===== config.mk =====
export PLATFORM = sky130hd
export DESIGN_NAME = flash_readback_engine
export DESIGN_NICKNAME = d
export VERILOG_FILES = /design/src/rtl/flash_readback_engine_pkg.sv /design/src/rtl/flash_readback_engine_rb_buffer_ram.sv /design/src/rtl/flash_readback_engine.sv
export SDC_FILE = /design/constraint.sdc
export NUM_CORES = 2
export LEC_CHECK = 0
export CORE_MARGIN = 2
export CORE_UTILIZATION = 45
export DETAILED_ROUTE_END_ITERATION = 7
export GPL_TIMING_DRIVEN = 0
export PLACE_DENSITY_LB_ADDON = 0.3
export SLEW_MARGIN = 20
export SYNTH_ARGS = -nofsm -noshare
export SYNTH_HDL_FRONTEND = slang
export SYNTH_SLANG_ARGS = --single-unit

===== constraint.sdc =====
create_clock -name FpgaClk -period 5.5 [get_ports FpgaClk]
set_input_delay 0.55 -clock FpgaClk [delete_from_list [all_inputs] [get_ports FpgaClk]]
set_output_delay 0.55 -clock FpgaClk [all_outputs]
set_load 0.02 [all_outputs]

===== src/rtl/flash_readback_engine_pkg.sv =====
// -----------------------------------------------------------------------------
// flash_readback_engine_pkg
//   Shared definitions for the flash readback engine.
//   - FSM state encoding
//   - Default geometry: flash word address width, length field width, timeout
//   - Register-file offsets where the Rb* command/status bits are mapped
// -----------------------------------------------------------------------------
package flash_readback_engine_pkg;

    localparam int RB_ADDR_W      = 18;
    localparam int RB_LEN_W       = 6;
    localparam int RB_TIMEOUT_CYC = 4096;

    // Register-file byte offsets for the readback block.
    localparam logic [7:0] RB_REG_CTRL     = 8'h40;  // RbStart / RbAck
    localparam logic [7:0] RB_REG_STATUS   = 8'h44;  // RbBusy / RbDone / RbError
    localparam logic [7:0] RB_REG_ADDR     = 8'h48;  // RbAddr
    localparam logic [7:0] RB_REG_LEN      = 8'h4C;  // RbLen
    localparam logic [7:0] RB_REG_CHECKSUM = 8'h50;  // RbChecksum
    localparam logic [7:0] RB_REG_MEM_BASE = 8'h80;  // readback buffer window

    typedef enum logic [2:0] {
        RB_IDLE      = 3'd0,
        RB_REQ       = 3'd1,
        RB_WAIT_DATA = 3'd2,
        RB_DONE      = 3'd3,
        RB_ERR       = 3'd4
    } rb_state_e;

endpackage


===== src/rtl/flash_readback_engine_rb_buffer_ram.sv =====
// -----------------------------------------------------------------------------
// rb_buffer_ram
//   Simple dual-port readback buffer: 2**DEPTH_W words of 32 bits written by
//   the fetch FSM, read back as 16-bit halfwords with one cycle of latency.
// Ports
//   FpgaClk  in   system clock
//   RST      in   asynchronous active-high reset (read register only)
//   wr_en    in   write strobe
//   wr_addr  in   word address for writes
//   wr_data  in   32-bit write data
//   rd_addr  in   halfword address (bit 0 selects the upper half)
//   rd_data  out  registered halfword
// -----------------------------------------------------------------------------
module rb_buffer_ram #(
    parameter int DEPTH_W = 6
) (
    input  logic               FpgaClk,
    input  logic               RST,
    input  logic               wr_en,
    input  logic [DEPTH_W-1:0] wr_addr,
    input  logic [31:0]        wr_data,
    input  logic [DEPTH_W:0]   rd_addr,
    output logic [15:0]        rd_data
);

    logic [31:0] mem [0:(1 << DEPTH_W) - 1];
    logic [31:0] rd_word;
    logic [15:0] rd_data_d;
    logic [15:0] rd_data_q;

    // NOTE: the storage array has no reset so it can map onto block RAM;
    // only the output register is cleared.
    always_ff @(posedge FpgaClk) begin
        if (wr_en) begin
            mem[wr_addr] <= wr_data;
        end
    end

    // A same-cycle write to the word being read is not visible until the
    // following cycle, so the reader sees the old contents.
    always_comb begin
        rd_word   = mem[rd_addr[DEPTH_W:1]];
        rd_data_d = rd_addr[0] ? rd_word[31:16] : rd_word[15:0];
    end

    always_ff @(posedge FpgaClk or posedge RST) begin
        if (RST) begin
            rd_data_q <= '0;
        end else begin
            rd_data_q <= rd_data_d;
        end
    end

    assign rd_data = rd_data_q;

endmodule


===== src/rtl/flash_readback_engine.sv =====
// -----------------------------------------------------------------------------
// flash_readback_engine
//   Fetches 1..2**LEN_W consecutive 32-bit words from the on-chip flash
//   Avalon-MM data port into a readback buffer, one outstanding read at a time,
//   and accumulates a 16-bit sum of every halfword fetched.
// Ports
//   FpgaClk, RST             clock, asynchronous active-high reset
//   RbStart/RbAddr/RbLen     start pulse, first word address, word count (0 = max)
//   RbAck                    clears the sticky RbDone/RbError flags
//   RbBusy/RbDone/RbError    status
//   RbChecksum               running halfword sum of the current operation
//   RbMemRdAddress/Data      buffer halfword read port (1-cycle latency)
//   FlashAddr/Read/Wait/RdData/RdValid   Avalon-MM read master
// -----------------------------------------------------------------------------
module flash_readback_engine
    import flash_readback_engine_pkg::*;
#(
    parameter int ADDR_W      = RB_ADDR_W,
    parameter int LEN_W       = RB_LEN_W,
    parameter int TIMEOUT_CYC = RB_TIMEOUT_CYC
) (
    input  logic              FpgaClk,
    input  logic              RST,
    input  logic              RbStart,
    input  logic [ADDR_W-1:0] RbAddr,
    input  logic [LEN_W-1:0]  RbLen,
    input  logic              RbAck,
    output logic              RbBusy,
    output logic              RbDone,
    output logic              RbError,
    output logic [15:0]       RbChecksum,
    input  logic [LEN_W:0]    RbMemRdAddress,
    output logic [15:0]       RbMemRdData,
    output logic [ADDR_W-1:0] FlashAddr,
    output logic              FlashRead,
    input  logic              FlashWait,
    input  logic [31:0]       FlashRdData,
    input  logic              FlashRdValid
);

    localparam int              TMO_W    = $clog2(TIMEOUT_CYC);
    localparam logic [TMO_W-1:0] TMO_LAST = TMO_W'(TIMEOUT_CYC - 1);

    rb_state_e         state_q, state_d;
    logic [ADDR_W-1:0] addr_q,  addr_d;
    logic [LEN_W:0]    len_q,   len_d;    // word count, 1..2**LEN_W
    logic [LEN_W-1:0]  idx_q,   idx_d;
    logic [TMO_W-1:0]  tmo_q,   tmo_d;
    logic [15:0]       chk_q,   chk_d;
    logic              busy_q,  busy_d;
    logic              done_q,  done_d;
    logic              error_q, error_d;

    logic [LEN_W:0]    start_len;
    logic [ADDR_W:0]   start_end;
    logic              range_err;
    logic              last_word;
    logic              buf_wr_en;

    // A zero length field encodes the full buffer; the end address is checked
    // with one extra bit so an operation reaching exactly the top is legal.
    always_comb begin
        start_len = (RbLen == '0) ? {1'b1, {LEN_W{1'b0}}} : {1'b0, RbLen};
        start_end = {1'b0, RbAddr} + {{(ADDR_W - LEN_W){1'b0}}, start_len};
        range_err = start_end > {1'b1, {ADDR_W{1'b0}}};
        last_word = ({1'b0, idx_q} == (len_q - 1'b1));
    end

    // NOTE: every variable assigned here gets a default first, so no path
    // leaves one unassigned and no latch is inferred.
    always_comb begin
        state_d   = state_q;
        addr_d    = addr_q;
        len_d     = len_q;
        idx_d     = idx_q;
        tmo_d     = tmo_q;
        chk_d     = chk_q;
        busy_d    = busy_q;
        // Ack clears the sticky flags; any set below overrides it.
        done_d    = done_q  & ~RbAck;
        error_d   = error_q & ~RbAck;
        buf_wr_en = 1'b0;

        case (state_q)
            // DONE/ERR last one cycle and accept a new start like IDLE.
            RB_IDLE, RB_DONE, RB_ERR: begin
                state_d = RB_IDLE;
                if (RbStart) begin
                    addr_d  = RbAddr;
                    len_d   = start_len;
                    idx_d   = '0;
                    chk_d   = '0;
                    tmo_d   = '0;
                    done_d  = 1'b0;
                    error_d = 1'b0;
                    if (range_err) begin
                        state_d = RB_ERR;
                        error_d = 1'b1;
                    end else begin
                        state_d = RB_REQ;
                        busy_d  = 1'b1;
                    end
                end
            end
            RB_REQ: begin
                if (!FlashWait) begin
                    state_d = RB_WAIT_DATA;
                    tmo_d   = '0;
                end
            end
            RB_WAIT_DATA: begin
                if (FlashRdValid) begin
                    buf_wr_en = 1'b1;
                    chk_d     = chk_q + FlashRdData[15:0] + FlashRdData[31:16];
                    idx_d     = idx_q + 1'b1;
                    addr_d    = addr_q + 1'b1;
                    if (last_word) begin
                        state_d = RB_DONE;
                        busy_d  = 1'b0;
                        done_d  = 1'b1;
                    end else begin
                        state_d = RB_REQ;
                    end
                end else if (tmo_q == TMO_LAST) begin
                    state_d = RB_ERR;
                    busy_d  = 1'b0;
                    error_d = 1'b1;
                end else begin
                    tmo_d = tmo_q + 1'b1;
                end
            end
            default: state_d = RB_IDLE;
        endcase
    end

    // NOTE: sequential state uses non-blocking assignments so every flop
    // samples the pre-edge values of the others.
    always_ff @(posedge FpgaClk or posedge RST) begin
        if (RST) begin
            state_q <= RB_IDLE;
            addr_q  <= '0;
            len_q   <= '0;
            idx_q   <= '0;
            tmo_q   <= '0;
            chk_q   <= '0;
            busy_q  <= 1'b0;
            done_q  <= 1'b0;
            error_q <= 1'b0;
        end else begin
            state_q <= state_d;
            addr_q  <= addr_d;
            len_q   <= len_d;
            idx_q   <= idx_d;
            tmo_q   <= tmo_d;
            chk_q   <= chk_d;
            busy_q  <= busy_d;
            done_q  <= done_d;
            error_q <= error_d;
        end
    end

    // Decoded straight from the state register so reset drops it at once.
    assign FlashRead  = (state_q == RB_REQ);
    assign FlashAddr  = addr_q;
    assign RbBusy     = busy_q;
    assign RbDone     = done_q;
    assign RbError    = error_q;
    assign RbChecksum = chk_q;

    rb_buffer_ram #(
        .DEPTH_W (LEN_W)
    ) u_buffer (
        .FpgaClk (FpgaClk),
        .RST     (RST),
        .wr_en   (buf_wr_en),
        .wr_addr (idx_q),
        .wr_data (FlashRdData),
        .rd_addr (RbMemRdAddress),
        .rd_data (RbMemRdData)
    );

endmodule


==> impl_metrics.xml <==
<?xml version="1.0" encoding="UTF-8"?>
<metrics>
  <group name="outcome">
    <metric name="status" unit="">complete, no violations</metric>
  </group>
  <group name="sta">
    <metric name="final-setup-viol-count" unit="">0</metric>
    <metric name="final_min_period_over_clock_period" unit="">0.820</metric>
    <metric name="grt_setup_unrepaired" unit="">no</metric>
    <metric name="fmaxAchievable" unit="MHz">222</metric>
    <metric name="setup_ws" unit="ns">0.992</metric>
    <metric name="max-slew-margin-rel" unit="">0.119</metric>
    <metric name="total_count_of_max_transition_violations_in_the_final_report" unit="">0</metric>
    <metric name="layout_skew" unit="ns">0.0725</metric>
    <metric name="layout_min_cycle_time" unit="ns">4.51</metric>
    <metric name="worst_pin_slew" unit="ns">1.31</metric>
    <metric name="hold-worst-slack" unit="ns">0.0572</metric>
    <metric name="finalHoldViolations" unit="">0</metric>
  </group>
  <group name="clocking">
    <metric name="post_cts_resized" unit="">0</metric>
    <metric name="cts-root-buf" unit="">clkbuf_16</metric>
    <metric name="clk-insertion-delay-late" unit="ns">0.88</metric>
    <metric name="clk_pin_slew_worst_paths" unit="ns">0.06</metric>
    <metric name="cts_inserted_buffers" unit="">211</metric>
    <metric name="htreeDepth" unit="">4</metric>
    <metric name="max-clock-path-buffers" unit="">3</metric>
    <metric name="clock-sinks" unit="">2129</metric>
    <metric name="tritoncts" unit="">yes</metric>
  </group>
  <group name="yosys">
    <metric name="synthArstFlopShare" unit="">0.0380</metric>
    <metric name="post_synth_inst_count" unit="">3776</metric>
    <metric name="yosys-top-cells-area" unit="">edfxtp_1 (74%), mux4_2 (16%), dfrtp_1 (2.4%)</metric>
    <metric name="synth_flop_cell" unit="">edfxtp_1</metric>
    <metric name="synth-edff-count" unit="">2048</metric>
    <metric name="synth-seq-cells" unit="">2129</metric>
    <metric name="synth_largest_area_cell" unit="">edfxtp_1</metric>
    <metric name="post-synth-top-count-cell" unit="">edfxtp_1</metric>
    <metric name="yosys.cell_types.count" unit="">64</metric>
    <metric name="syn-mean-instance-area" unit="um^2">22.1</metric>
    <metric name="synth_warnings" unit="">0</metric>
    <metric name="net_count_after_synthesis" unit="">3887</metric>
    <metric name="ys_seq_area_frac" unit="">0.763</metric>
    <metric name="netlist.area_leader.share" unit="">0.738</metric>
    <metric name="synth_area" unit="um^2">83300</metric>
    <metric name="netlist_top_cells_count" unit="">edfxtp_1 (2048), mux4_2 (576), nand2_1 (140)</metric>
  </group>
  <group name="critical_path">
    <metric name="crit-reg2reg-launch" unit="">state_q[1]$_DFFE_PP0P_</metric>
    <metric name="cp-start-kind" unit="">flop</metric>
    <metric name="timing.critical_path.cells" unit="">nor2b_1, a21boi_0, o21a_1, nor2_1, clkbuf_1, nand3_2, nor2_4, buf_12</metric>
    <metric name="reg2reg_setup_slack" unit="ns">0.99</metric>
    <metric name="r2r_cells" unit="">8</metric>
    <metric name="worst-setup-path-type" unit="">reg -&gt; reg</metric>
    <metric name="cpPeakStageDelay" unit="ns">0.90</metric>
    <metric name="setup.worst_path.end_class" unit="">flop</metric>
    <metric name="worstReg2RegEnd" unit="">u_buffer.mem[27][25]$_DFFE_PP_</metric>
    <metric name="cp-endpoint" unit="">u_buffer.mem[27][25]$_DFFE_PP_</metric>
    <metric name="maximum_fanout_encountered_on_the_critical_timing_path" unit="">17</metric>
    <metric name="worstPathRequired" unit="ns">6.01</metric>
    <metric name="slowest_library_cell_on_the_worst_path" unit="">nor2_4</metric>
    <metric name="crit_arrival" unit="ns">5.02</metric>
    <metric name="startpoint" unit="">state_q[1]$_DFFE_PP0P_</metric>
  </group>
  <group name="drt">
    <metric name="postRouteWirelength" unit="um">226000</metric>
    <metric name="drt-initial-drc-count" unit="">6288</metric>
    <metric name="route.vias.total" unit="">41858</metric>
    <metric name="detailed_route_vias_per_instance" unit="">6.09</metric>
    <metric name="drc" unit="">0</metric>
    <metric name="drt-wirelength-per-cell" unit="um">33.0</metric>
    <metric name="drt-pass1-iter-count" unit="">6</metric>
    <metric name="drtAntennaViolNets" unit="">0</metric>
  </group>
  <group name="floorplanning">
    <metric name="die_w" unit="um">434</metric>
    <metric name="starting_density_of_the_core" unit="">0.454</metric>
    <metric name="ioPinCount" unit="">123</metric>
    <metric name="fp.dieH" unit="um">434</metric>
    <metric name="fp.coreArea" unit="um^2">183000</metric>
    <metric name="rows" unit="">157</metric>
    <metric name="die_area" unit="um^2">189000</metric>
  </group>
  <group name="global_routing">
    <metric name="total_congestion_overflow" unit="">0</metric>
    <metric name="gr-usage-all-layers" unit="">0.242</metric>
    <metric name="gr-usage-met1" unit="">0.351</metric>
    <metric name="grt_start_max_net_pins" unit="">66</metric>
    <metric name="grt_busiest_layer" unit="">met2</metric>
    <metric name="gr-usage-met3" unit="">0.0496</metric>
    <metric name="grt_util_met2" unit="">0.372</metric>
    <metric name="grt_first_pass_wirelength" unit="um">317000</metric>
    <metric name="grt_pass1_vias" unit="">41272</metric>
    <metric name="antenna_found_initial" unit="">7</metric>
  </group>
  <group name="cells_and_area">
    <metric name="finalInstanceArea" unit="um^2">97700</metric>
    <metric name="post-route-util" unit="">0.532</metric>
    <metric name="final_nets" unit="">4339</metric>
    <metric name="drive_gt1_frac" unit="">0.275</metric>
    <metric name="area_delta_synth_final" unit="%">17.3</metric>
  </group>
  <group name="pwr">
    <metric name="power-per-cell-area" unit="nW/um^2">365</metric>
    <metric name="total_leakage_power" unit="nW">31.0</metric>
    <metric name="power.ir.vdd_worst" unit="V">0.000267</metric>
    <metric name="p_total" unit="mW">35.6</metric>
  </group>
  <group name="job">
    <metric name="max-cap-violations" unit="">0</metric>
  </group>
  <group name="placed_design">
    <metric name="place.port_buffers" unit="">116</metric>
    <metric name="dp_hpwl" unit="um">152000</metric>
    <metric name="placedInstanceArea" unit="um^2">90900</metric>
    <metric name="finalWeightedCongestion" unit="">0.867</metric>
    <metric name="place_worst_setup_slack" unit="ns">0.645</metric>
  </group>
  <group name="hold_path">
    <metric name="timing.hold.worst.class" unit="">in -&gt; async</metric>
  </group>
</metrics>
[metrics by stage]
stage          setup TNS (ns)  cells
2_1_floorplan               0   3776
3_3_place_gp         -1514.84   6356
3_5_place_dp                0   6474
4_1_cts                     0   6864
5_1_grt                     0   6865
6_report                    0   6868
[final cells by class]
cell class / instances / area (um^2)
fill: 14011 / 85800
sequential: 2129 / 63500
multi-input combinational: 1438 / 19300
clock buffer: 271 / 5550
timing repair buffer: 239 / 4030
tap: 2464 / 3080
clock inverter: 114 / 1120
buffer: 188 / 953
inverter: 21 / 83.8
antenna: 4 / 10.0
[where the power goes]
part | switching [mW] | internal (mW) | total [mW]
Sequential | 0.217 | 18.0 | 18.2
Clock | 6.19 | 7.80 | 14.0
Combinational | 2.12 | 1.34 | 3.46
Total | 8.53 | 27.1 | 35.6
[layout by cell type (no fill, tap or decap), drive strengths merged, types with 22 or more instances in the layout]
cell type	count
nor2	112
xnor2	24
buf	270
clkbuf	339
inv	31
nor2b	22
nand2	140
nor4	23
ha	25
o21ai	46
clkdlybuf4s50	84
a21oi	51
dfrtp	81
a22oi	33
edfxtp	2048
o22ai	24
mux4	576
mux2i	130
nand3	48
clkinv	86
[critical path, delay by kind of cell (launching register included)]
| family | cells | cell delay [ns] |
|---|---|---|
| simple gates | 4 | 2.27 |
| buf+inv | 2 | 0.89 |
| compound gates | 2 | 0.50 |
| flops | 1 | 0.44 |
[timing repair]
action / CTS / global route
hold endpoints to repair: 32 / 0
buffers inserted: 0 / 0
hold buffers: 5 / 0
setup endpoints to repair: 0 / 0
[cell families after synthesis]
| family | share of synthesized area |
|---|---|
| muxes | 0.172 |
| AOI/OAI and AO/OA | 0.0178 |
| and+or+nand+nor | 0.0235 |
| xor gates and xnor gates | 0.00421 |
| adders and majority gates | 0.00784 |
| DFF | 0.763 |
| buffers and inverters | 0.0123 |
[per-layer routing]
metal  wire length (um)  vias up
met1              92100    22490
met3              21400      309
met5                 16        -
li1                   -    16808
met4               6050        2
met2             107000     2249
[registers in the layout, indices dropped and copies added, names as in the netlist]
name	count
FlashAddr	18
u_buffer.rd_data	16
RbError	1
len_q	7
u_buffer.mem	2048
RbChecksum	16
tmo_q	12
RbBusy	1
state_q	3
idx_q	6
RbDone	1
[how the worst min path moves through the flow]
stage / start / end / slack, ns / cells past startpoint
finish: RST / FlashAddr[1]$_DFFE_PP0P_ / 0.06 / 2
detailed placement: RbDone$_DFF_PP0_ / RbDone$_DFF_PP0_ / 0.48 / 2
global placement: RbDone$_DFF_PP0_ / RbDone$_DFF_PP0_ / 0.49 / 2
CTS: FlashRdData[10] / u_buffer.mem[3][10]$_DFFE_PP_ / 0.009 / 1
floorplan: tmo_q[1]$_DFFE_PP0P_ / tmo_q[1]$_DFFE_PP0P_ / 0.48 / 2
global route: FlashRdData[9] / u_buffer.mem[7][9]$_DFFE_PP_ / 0.03 / 1
No activity file was read; power rests on OpenSTA's default activity.
